**src/rtl/systolic_collector.sv**
```systemverilog
// Collects skewed per-row result bursts of an NxN systolic array into row FIFOs
// and serialises them as (row, col, data) words. Optional macro: SYSTOLIC_COLLECTOR_RELU_EN.
module systolic_collector #(
    parameter int unsigned D_W        = 8,
    parameter int unsigned N          = 3,
    parameter int unsigned M          = 6,
    parameter int unsigned FIFO_DEPTH = 8
) (
    input  logic                 clk,
    input  logic                 rst,
    input  logic [2*D_W-1:0]     m2 [N-1:0],
    input  logic [N-1:0]         valid_m2,
    output logic [2*D_W-1:0]     out_data,
    output logic [$clog2(M)-1:0] out_row,
    output logic [$clog2(M)-1:0] out_col,
    output logic                 out_valid,
    input  logic                 out_ready,
    output logic                 tile_done,
    output logic                 matrix_done,
    output logic                 overflow
);

    localparam int unsigned DW2  = 2 * D_W;
    localparam int unsigned RW   = (N > 1) ? $clog2(N) : 1;
    localparam int unsigned TN   = M / N;
    localparam int unsigned TW   = (TN > 1) ? $clog2(TN) : 1;
    localparam int unsigned CW   = $clog2(M);
    localparam int unsigned PW   = $clog2(FIFO_DEPTH);
    localparam int unsigned CNTW = PW + 1;

    logic [DW2-1:0]  mem_q    [N][FIFO_DEPTH];
    logic [DW2-1:0]  mem_d    [N][FIFO_DEPTH];
    logic [PW-1:0]   wr_ptr_q [N];
    logic [PW-1:0]   wr_ptr_d [N];
    logic [PW-1:0]   rd_ptr_q [N];
    logic [PW-1:0]   rd_ptr_d [N];
    logic [CNTW-1:0] cnt_q    [N];
    logic [CNTW-1:0] cnt_d    [N];

    logic [RW-1:0] r_q, r_d;
    logic [RW-1:0] k_q, k_d;
    logic [TW-1:0] tile_row_q, tile_row_d;
    logic [TW-1:0] tile_col_q, tile_col_d;
    logic          tile_done_q, tile_done_d;
    logic          matrix_done_q, matrix_done_d;
    logic          overflow_q, overflow_d;

    logic [N-1:0]   pop;
    logic [N-1:0]   push_ok;
    logic [DW2-1:0] head;
    logic           hs;

    // Drain side: row r's FIFO head is presented until accepted.
    assign head      = mem_q[r_q][rd_ptr_q[r_q]];
    assign out_valid = (cnt_q[r_q] != '0);
    assign hs        = out_valid && out_ready;
    assign out_row   = CW'(tile_row_q) * CW'(N) + CW'(r_q);
    assign out_col   = CW'(tile_col_q) * CW'(N) + CW'(N - 1) - CW'(k_q);

`ifdef SYSTOLIC_COLLECTOR_RELU_EN
    assign out_data = head[DW2-1] ? '0 : head;
`else
    assign out_data = head;
`endif

    assign tile_done   = tile_done_q;
    assign matrix_done = matrix_done_q;
    assign overflow    = overflow_q;

    always_comb begin
        mem_d         = mem_q;
        wr_ptr_d      = wr_ptr_q;
        rd_ptr_d      = rd_ptr_q;
        cnt_d         = cnt_q;
        r_d           = r_q;
        k_d           = k_q;
        tile_row_d    = tile_row_q;
        tile_col_d    = tile_col_q;
        tile_done_d   = 1'b0;
        matrix_done_d = 1'b0;
        overflow_d    = overflow_q;
        pop           = '0;
        push_ok       = '0;

        // A full FIFO still accepts a push when it is popped in the same cycle.
        for (int i = 0; i < N; i++) begin
            pop[i]     = hs && (RW'(i) == r_q);
            push_ok[i] = valid_m2[i] && ((cnt_q[i] != CNTW'(FIFO_DEPTH)) || pop[i]);
            if (valid_m2[i] && !push_ok[i]) begin
                overflow_d = 1'b1;
            end
            if (push_ok[i]) begin
                mem_d[i][wr_ptr_q[i]] = m2[i];
                wr_ptr_d[i]           = PW'(wr_ptr_q[i] + 1'b1);
            end
            if (pop[i]) begin
                rd_ptr_d[i] = PW'(rd_ptr_q[i] + 1'b1);
            end
            cnt_d[i] = cnt_q[i] + CNTW'(push_ok[i]) - CNTW'(pop[i]);
        end

        if (hs) begin
            if (k_q != RW'(N - 1)) begin
                k_d = RW'(k_q + 1'b1);
            end else begin
                k_d = '0;
                if (r_q != RW'(N - 1)) begin
                    r_d = RW'(r_q + 1'b1);
                end else begin
                    r_d         = '0;
                    tile_done_d = 1'b1;
                    if (tile_col_q != TW'(TN - 1)) begin
                        tile_col_d = TW'(tile_col_q + 1'b1);
                    end else begin
                        tile_col_d = '0;
                        if (tile_row_q != TW'(TN - 1)) begin
                            tile_row_d = TW'(tile_row_q + 1'b1);
                        end else begin
                            tile_row_d    = '0;
                            matrix_done_d = 1'b1;
                        end
                    end
                end
            end
        end
    end

    always_ff @(posedge clk) begin
        if (rst) begin
            for (int i = 0; i < N; i++) begin
                wr_ptr_q[i] <= '0;
                rd_ptr_q[i] <= '0;
                cnt_q[i]    <= '0;
            end
            r_q           <= '0;
            k_q           <= '0;
            tile_row_q    <= '0;
            tile_col_q    <= '0;
            tile_done_q   <= 1'b0;
            matrix_done_q <= 1'b0;
            overflow_q    <= 1'b0;
        end else begin
            wr_ptr_q      <= wr_ptr_d;
            rd_ptr_q      <= rd_ptr_d;
            cnt_q         <= cnt_d;
            r_q           <= r_d;
            k_q           <= k_d;
            tile_row_q    <= tile_row_d;
            tile_col_q    <= tile_col_d;
            tile_done_q   <= tile_done_d;
            matrix_done_q <= matrix_done_d;
            overflow_q    <= overflow_d;
        end
    end

    // Storage needs no reset: occupancy counters gate every read.
    always_ff @(posedge clk) begin
        mem_q <= mem_d;
    end

endmodule

```
**config.mk**
```make
export PLATFORM = sky130hd
export DESIGN_NAME = systolic_collector
export DESIGN_NICKNAME = d
export VERILOG_FILES = /design/src/rtl/systolic_collector.sv
export SDC_FILE = /design/constraint.sdc
export NUM_CORES = 1
export LEC_CHECK = 0
export ABC_AREA = 1
export BUFFER_PORTS_ARGS = -buffer_cell sky130_fd_sc_hd__buf_2
export CORE_ASPECT_RATIO = 1.2
export CORE_MARGIN = 5
export CORE_UTILIZATION = 55
export DETAILED_ROUTE_END_ITERATION = 10
export PLACE_DENSITY = 0.75
export SLEW_MARGIN = 20
export SYNTH_ARGS = -nofsm -noshare
export SYNTH_HDL_FRONTEND = slang
export SYNTH_SLANG_ARGS = --single-unit
```
**constraint.sdc**
```tcl
create_clock -name clk -period 2.44 [get_ports clk]
set_input_delay 0.366 -clock clk [delete_from_list [all_inputs] [get_ports clk]]
set_output_delay 0.366 -clock clk [all_outputs]
set_load 0.005 [all_outputs]
```
==> results of run 1 <==
layout by cell type, fill, tap and decap left out, types with 5 or more instances in the layout:
master | synthesis | final
buf_12 | 0 | 29
a21oi_1 | 73 | 73
inv_1 | 47 | 43
clkbuf_16 | 0 | 43
nand3_2 | 6 | 13
nand2_2 | 3 | 19
dfxtp_1 | 39 | 37
edfxtp_1 | 384 | 384
buf_16 | 0 | 9
nand3_1 | 155 | 144
buf_2 | 41 | 78
nand4_1 | 30 | 30
o21ai_0 | 17 | 6
ha_1 | 25 | 21
nor2_4 | 2 | 5
clkinv_1 | 0 | 8
buf_4 | 14 | 62
xor2_1 | 9 | 9
buf_6 | 4 | 9
nand2_1 | 558 | 538
clkbuf_1 | 11 | 7
o21ai_1 | 1 | 9
nor2_2 | 1 | 25
inv_2 | 4 | 5
nor2_1 | 69 | 42
synthesized netlist by cell type:
cell        n  area (sq um)
buf_2      41           205
edfxtp_1  384         11500
o21a_1      1          7.51
inv_1      47           176
nor2_2      1          6.26
a211oi_1    4          30.0
nand3_1   155           776
inv_4       1          6.26
buf_6       4          45.0
buf_4      14           105
ha_1       25           313
dfxtp_1    39           781
fa_1        4          80.1
nand4_1    30           188
nor2_4      2          22.5
o21ai_1     1          5.00
nor3_1      1          5.00
buf_1       2          7.51
o21ai_0    17          85.1
nor2_1     69           259
nand3_2     6          60.1
o21ai_2     1          8.76
nand2_2     3          18.8
a21oi_1    73           365
nand2_1   558          2090
xor2_1      9          78.8
inv_2       4          15.0
o211a_1     1          10.0
nor3b_1     3          22.5
nor4_1      1          6.26
clkbuf_1   11          41.3
state kept, by name (all words and copies together) (netlist names):
register and cells:
k_q 2, tile_col_q 1, tile_row_q 1, rd_ptr_q 9
cnt_q 12, r_q 2, mem_q 384, wr_ptr_q 9
overflow 1, matrix_done 1, tile_done 1
worst max-delay path: cells and delay by family (launching register included):
family | cells | cell delay (ns)
and+or+nand+nor | 5 | 0.55
AOI/OAI and AO/OA | 2 | 0.31
buffers and inverters | 5 | 0.57
DFF | 1 | 0.41
metrics by stage:
step / utilization (%) / hold WS [ns] / setup TNS (ns)
5_1_grt: 66.9 / 0.117 / -9.21
2_1_floorplan: - / 0.431 / 0
4_1_cts: 66.2 / 0.110 / -3.98
6_report: 66.9 / 0.125 / -4.70
3_5_place_dp: 60.2 / 0.466 / -0.331
3_3_place_gp: 60.2 / 0.453 / 0
worst paths after layout:
check                                 from                  endpoint  slack [ns]  cells after the start
setup reg to reg       r_q[0]$_SDFFE_PP0P_       cnt_q[9]$_SDFF_PP0_       -0.03                     14
setup / recovery       r_q[0]$_SDFFE_PP0P_              out_data[13]       -0.33                     12
hold / removal                      m2[44]      mem_q[108]$_DFFE_PP_        0.12                      1
hold reg to reg   rd_ptr_q[2]$_SDFFE_PP0P_  rd_ptr_q[2]$_SDFFE_PP0P_        0.49                      2
cell type report:
type / count / area (sq um) / share of cell area [%]
inverter: 52 / 229 / 1.09
sequential: 423 / 12300 / 58.9
clock inverter: 18 / 186 / 0.891
timing repair buffer: 189 / 1830 / 8.73
antenna: 1 / 2.50 / 0.0120
clock buffer: 50 / 1090 / 5.22
tap: 401 / 502 / 2.40
multi-input combinational: 965 / 4760 / 22.8
repair_timing:
action / in CTS / in global routing
cloned: 7 / 1
resized for setup: 64 / 56
pin swaps: 7 / 23
endpoints found under the setup margin: 24 / 90
setup buffers: 16 / 9
hold endpoints to repair: 0 / 0
power breakdown:
part           total, mW  internal (mW)  switching, mW
logic               6.72           2.60           4.11
clock network       6.14           3.58           2.57
registers           8.60           8.39          0.212
per-layer routing:
layer	wire length, um	vias up	global-route usage, %
met5	7	-	0
met4	3480	2	16.0
met3	5370	242	5.94
met2	24900	885	47.4
met1	17000	6181	34.9
li1	-	5539	-
cells by family after synthesis:
family | Yosys count | synth area share (%)
simple gates | 829 | 19.9
flops | 423 | 70.9
buf+inv | 124 | 3.47
compound gates | 98 | 2.95
fa+ha+maj | 29 | 2.26
xor+xnor | 9 | 0.454
==> flow_metrics.env, run 1 <==
export IMPL_via_count=12849
export IMPL_run_status="finished, violations left"
export IMPL_fin_worst_skew_ns=0.00945
export IMPL_max_cap_violations=0
export IMPL_timing_hold_worst_class="input port to flop"
export IMPL_placed_cells_incl_taps=2002
export IMPL_area_delta_synth_final_pct=20.5
export IMPL_first_global_vias=12968
export IMPL_groute_usage_overall_pct=28.6
export IMPL_dr_pass1_iterations=5
export IMPL_cts_tree="done"
export IMPL_post_synth_num_cell_types=31
export IMPL_post_layout_nonfiller_instances=2099
export IMPL_max_vdd_ir_drop_v=0.000691
export IMPL_grt_overflow_total=0
export IMPL_clk_latency_ns=0.54
export IMPL_io_pins=80
export IMPL_worst_slack_placed_ns=-0.0913
export IMPL_period_share_pct=113
export IMPL_layout_filler_cells=2098
export IMPL_core_area_sq_um=31300
export IMPL_drt_initial_drc_count=1706
export IMPL_worst_setup_path_end_kind="output port"
export IMPL_cts_sinks=423
export IMPL_unrepaired_setup_endpoints_after_global_routing="yes"
export IMPL_timing_max_transition_violations_final=0
export IMPL_ctsRootBufferMaster="clkbuf_16"
export IMPL_worst_endpoint_required_ns=2.07
export IMPL_postSynthAreaPerCell_sq_um=11.5
export IMPL_startpoint_type="flop"
export IMPL_floorplan_die_height_um=205
export IMPL_detailed_place_area_sq_um=18800
export IMPL_route_detailed_drc=0
export IMPL_routed_via_density=6.12
export IMPL_setup_worst_path_class="flop to output port"
export IMPL_tritoncts_buffer_count=40
export IMPL_worst_path_largest_cell_delay_ns=0.41
export IMPL_layout_min_cycle_time_ns=2.77
export IMPL_cts_htree_levels=2
export IMPL_post_route_cells_drive_above_1_share_pct=19.9
export IMPL_violated_checks="setup timing"
export IMPL_antenna_found_initial=1
export IMPL_max_freq_ghz=0.361
export IMPL_finish_instance_area_sq_um=20900
export IMPL_syn_num_nets=1595
export IMPL_synth_seq_area_share_pct=70.9
export IMPL_crit_fanout=18
export IMPL_cts_path_max_buffers=3
export IMPL_synthesis_area_sq_um=17400
export IMPL_crit_chain="inv_4 > nor2_4 > inv_1 > o21ai_4 > inv_2 > buf_12 > nor2_1 > o21ai_2 > nand2_1 > nand2_1 > nand2_2 > buf_6"
export IMPL_synthCells=1512
export IMPL_initial_core_util_pct=55.5
export IMPL_finalPower_mw=21.5
export IMPL_finalNetCount=1754
export IMPL_cts_hold_repair_buffers=0
export IMPL_ant_nets=0
export IMPL_cp_data_arrival_time_ns=2.40
export IMPL_power_leakage_nw=7.88
export IMPL_powerDensity_nw_per_um2=1030
export IMPL_postRouteWirelength_mm=50.8
export IMPL_clk_transition_reported_paths_ns=0.06
export IMPL_fp_dieArea_sq_um=35200
export IMPL_grt_start_max_net_pins=37
export IMPL_tightest_slew_ns=0.709
export IMPL_synthesis_yosys_warnings=0
export IMPL_setup_violations=21
export IMPL_gpl_final_weighted_congestion=0.842
export IMPL_route_detailed_wl_per_inst_um=24.2
export IMPL_cp_max_delay_cell="dfxtp_4"
export IMPL_crit_top_cell="nand2_1"
export IMPL_postSynthRegisterBits=423
export IMPL_worst_slew_margin_relative_to_its_limit_pct=52.3
export IMPL_hold_violations=0
export IMPL_fp_dieW_um=172
export IMPL_standard_cell_row_count=71
export IMPL_timing_final_ws_setup_ns=-0.327
export IMPL_global_route_wire_length_before_repair_mm=74.7
export IMPL_post_dp_hpwl_mm=28.5
export IMPL_port_buffers=79
(Power assumes the default switching activity.)
==> run 2: changes to the inputs <==
--- a/config.mk
+++ b/config.mk
@@ -7,11 +7,13 @@
 export LEC_CHECK = 0
 export ABC_AREA = 1
 export BUFFER_PORTS_ARGS = -buffer_cell sky130_fd_sc_hd__buf_2
+export CAP_MARGIN = 0
 export CORE_ASPECT_RATIO = 1.2
 export CORE_MARGIN = 5
 export CORE_UTILIZATION = 55
 export DETAILED_ROUTE_END_ITERATION = 10
 export PLACE_DENSITY = 0.75
+export RECOVER_POWER = 100
 export SLEW_MARGIN = 20
 export SYNTH_ARGS = -nofsm -noshare
 export SYNTH_HDL_FRONTEND = slang
==> run 2 against run 1 <==
  * The run still ends with setup timing left
  * Via count decreased by 0.13%
  * Core utilization decreased by 0.20 points
  * Die area is the same
  * Count of clock-buffer cells in the layout stayed put
  * Sequential cell count stayed put
  * Combinational power about the same
  * Non-clock buffer count did not move
  * Register-to-register slack hardly changed
  * Wire length increased by 0.11%
  * Sequential power about the same
  * Cell count unchanged
  * Critical path depth stayed put
==> flow_metrics.env, run 2 (synthesis gave the netlist of run 1 again) <==
export IMPL_run_status="finished, violations left"
export IMPL_violated_checks="setup timing"
export IMPL_max_freq_ghz=0.361
export IMPL_timing_final_ws_setup_ns=-0.328
export IMPL_fin_worst_skew_ns=0.00841
export IMPL_seq_power_share_pct=40.1
export IMPL_setup_worst_path_class="flop to output port"
export IMPL_standard_cell_row_count=71
export IMPL_grt_start_max_net_pins=37
export IMPL_clk_transition_reported_paths_ns=0.06
export IMPL_cts_path_max_buffers=3
export IMPL_post_layout_nonfiller_instances=2099
export IMPL_worst_setup_path_end_kind="output port"
export IMPL_worst_hold_slack_across_all_endpoints_ns=0.154
export IMPL_worst_path_largest_cell_delay_ns=0.41
export IMPL_floorplan_die_height_um=205
export IMPL_finish_instance_area_sq_um=20900
export IMPL_p_switching_mw=6.89
export IMPL_cts_tree="done"
export IMPL_initial_core_util_pct=55.5
export IMPL_unrepaired_setup_endpoints_after_global_routing="yes"
export IMPL_ant_nets=0
export IMPL_power_frac_clock_pct=28.7
export IMPL_post_dp_hpwl_mm=28.5
export IMPL_cts_sinks=423
export IMPL_worst_slew_margin_relative_to_its_limit_pct=52.9
export IMPL_timing_max_transition_violations_final=0
export IMPL_hold_path_depth=3
export IMPL_clk_latency_ns=0.54
export IMPL_placed_cells_incl_taps=2002
export IMPL_met3_usage_pct=5.94
export IMPL_worst_slack_placed_ns=-0.0913
export IMPL_family_of_cells_with_the_greatest_summed_delay_on_the_critical_path="buffers and inverters"
export IMPL_crit_fanout=18
export IMPL_cp_max_delay_cell="dfxtp_4"
export IMPL_setup_violations=21
export IMPL_postRouteWirelength_mm=50.9
export IMPL_gr_usage_met2_pct=47.4
export IMPL_grt_overflow_total=0
export IMPL_globalRouteMet1Util_pct=34.9
export IMPL_ctsRootBufferMaster="clkbuf_16"
export IMPL_power_share_switching_pct=32.1
export IMPL_route_detailed_wl_per_inst_um=24.2
export IMPL_largest_register_ff_count=384
export IMPL_core_area_sq_um=31300
export IMPL_cp_data_arrival_time_ns=2.40
export IMPL_detailed_place_area_sq_um=18800
export IMPL_cp_num_buf_inv=5
export IMPL_layout_min_cycle_time_ns=2.77
export IMPL_timing_hold_worst_class="input port to flop"
export IMPL_startpoint_type="flop"
export IMPL_crit_top_cell="nand2_1"
export IMPL_antenna_found_initial=1
export IMPL_worst_endpoint_required_ns=2.07
export IMPL_dr_pass1_iterations=7
export IMPL_worst_r2r_cell_count=14
export IMPL_gpl_final_weighted_congestion=0.842
export IMPL_worst_hold_path_endpoint="wr_ptr_q[4]$_SDFFE_PP0P_"
export IMPL_cts_hold_repair_buffers=0
export IMPL_finalPower_mw=21.4
export IMPL_powerDensity_nw_per_um2=1030
export IMPL_route_detailed_drc=0
export IMPL_mostFrequentLayoutCell="nand2_1"
export IMPL_io_pins=80
export IMPL_tightest_slew_ns=0.701
export IMPL_drt_initial_drc_count=1772
export IMPL_layout_cells_most_common_list="nand2_1 (538), edfxtp_1 (384), nand3_1 (144)"
export IMPL_max_cap_violations=0
export IMPL_fp_dieArea_sq_um=35200
export IMPL_hold_violations=0
export IMPL_cts_htree_levels=2
export IMPL_period_share_pct=113
export IMPL_registers_top_by_ff_count="mem_q"
export IMPL_rrSetupSlack_ns=-0.03
export IMPL_routed_via_density=6.11
export IMPL_port_buffers=79
export IMPL_max_vdd_ir_drop_v=0.000692
export IMPL_crit_chain="inv_4 > nor2_4 > inv_1 > o21ai_4 > inv_2 > buf_12 > nor2_1 > o21ai_2 > nand2_1 > nand2_1 > nand2_2 > buf_6"
export IMPL_fp_dieW_um=172
export IMPL_internal_power_mw=14.6
export IMPL_reg_top3="mem_q x384, cnt_q x12"
export IMPL_area_delta_synth_final_pct=20.2
export IMPL_first_global_vias=12968
export IMPL_via_count=12832
export IMPL_crit_reg2reg_capture="cnt_q[9]$_SDFF_PP0_"
export IMPL_finalNetCount=1754
export IMPL_rr_startpoint="r_q[0]$_SDFFE_PP0P_"
export IMPL_global_route_wire_length_before_repair_mm=74.7
export IMPL_tritoncts_buffer_count=40
export IMPL_post_route_cells_drive_above_1_share_pct=17.0
export IMPL_groute_usage_overall_pct=28.6
export IMPL_power_frac_comb_pct=31.2
export IMPL_global_route_peak_usage_layer="met2"
export IMPL_hold_path_startpoint="valid_m2[1]"
export IMPL_power_leakage_nw=7.74
-- run 2: cell types whose count changed in the layout (fill, tap and decap cells not counted), sizes merged --
cell and change:
buf -49, clkbuf +49
-- run 2: how the worst max path moves through the flow --
stage,from,to,slack (ns),depth (start not counted)
after CTS,r_q[0]$_SDFFE_PP0P_,out_data[8],-0.26,12
after global routing,r_q[0]$_SDFFE_PP0P_,out_data[13],-0.41,15
after floorplan,r_q[1]$_SDFFE_PP0P_,cnt_q[6]$_SDFF_PP0_,0.05,15
after global placement,r_q[1]$_SDFFE_PP0P_,cnt_q[6]$_SDFF_PP0_,0.01,14
after detailed placement,r_q[1]$_SDFFE_PP0P_,cnt_q[6]$_SDFF_PP0_,-0.09,14
final,r_q[0]$_SDFFE_PP0P_,out_data[13],-0.33,12
-- run 2: routing by layer --
metal	up-vias	wire, um
met5	-	7
met4	2	3250
met3	207	5250
met2	896	25200
met1	6187	17200
li1	5540	-
-- run 2: layout make-up --
class                   count  area [sq um]
clock inverters            18           186
flip-flops and latches    423         12300
clock buffers              50          1090
diodes                      1          2.50
fillers                  2126         10400
inverters                  52           229
repair buffers            189          1760
well taps                 401           502
multi-input cells         965          4760
-- run 2: worst min-delay path: cells and delay by family --
family          cells  cell delay (ns)
compound gates      1             0.06
simple gates        1             0.08
buf+inv             1             0.14
-- run 2: timing repair --
action | 4_1_cts | 5_1_grt
gates resized for setup | 64 | 56
setup buffers | 16 | 9
gates cloned | 7 | 1
setup endpoints to repair | 24 | 90
pin swaps | 7 | 23
hold endpoints to repair | 0 | 0
-- run 2: through the flow --
stage | TNS (ns) | util (%)
3_3_place_gp | 0 | 60.2
4_1_cts | -3.98 | 66.2
2_1_floorplan | 0 | -
3_5_place_dp | -0.331 | 60.2
6_report | -4.72 | 66.7
5_1_grt | -9.21 | 66.7
-- run 2: power groups by stage --
| stage | registers, mW | logic, mW | clock network, mW |
|---|---|---|---|
| 2_1_floorplan | 8.69 | 3.30 | 0 |
| 3_3_place_gp | 8.71 | 5.30 | 0 |
| 3_5_place_dp | 8.74 | 5.45 | 0 |
| 4_1_cts | 8.59 | 6.36 | 6.18 |
| 5_1_grt | 8.63 | 7.22 | 6.49 |
| 6_report | 8.60 | 6.70 | 6.15 |
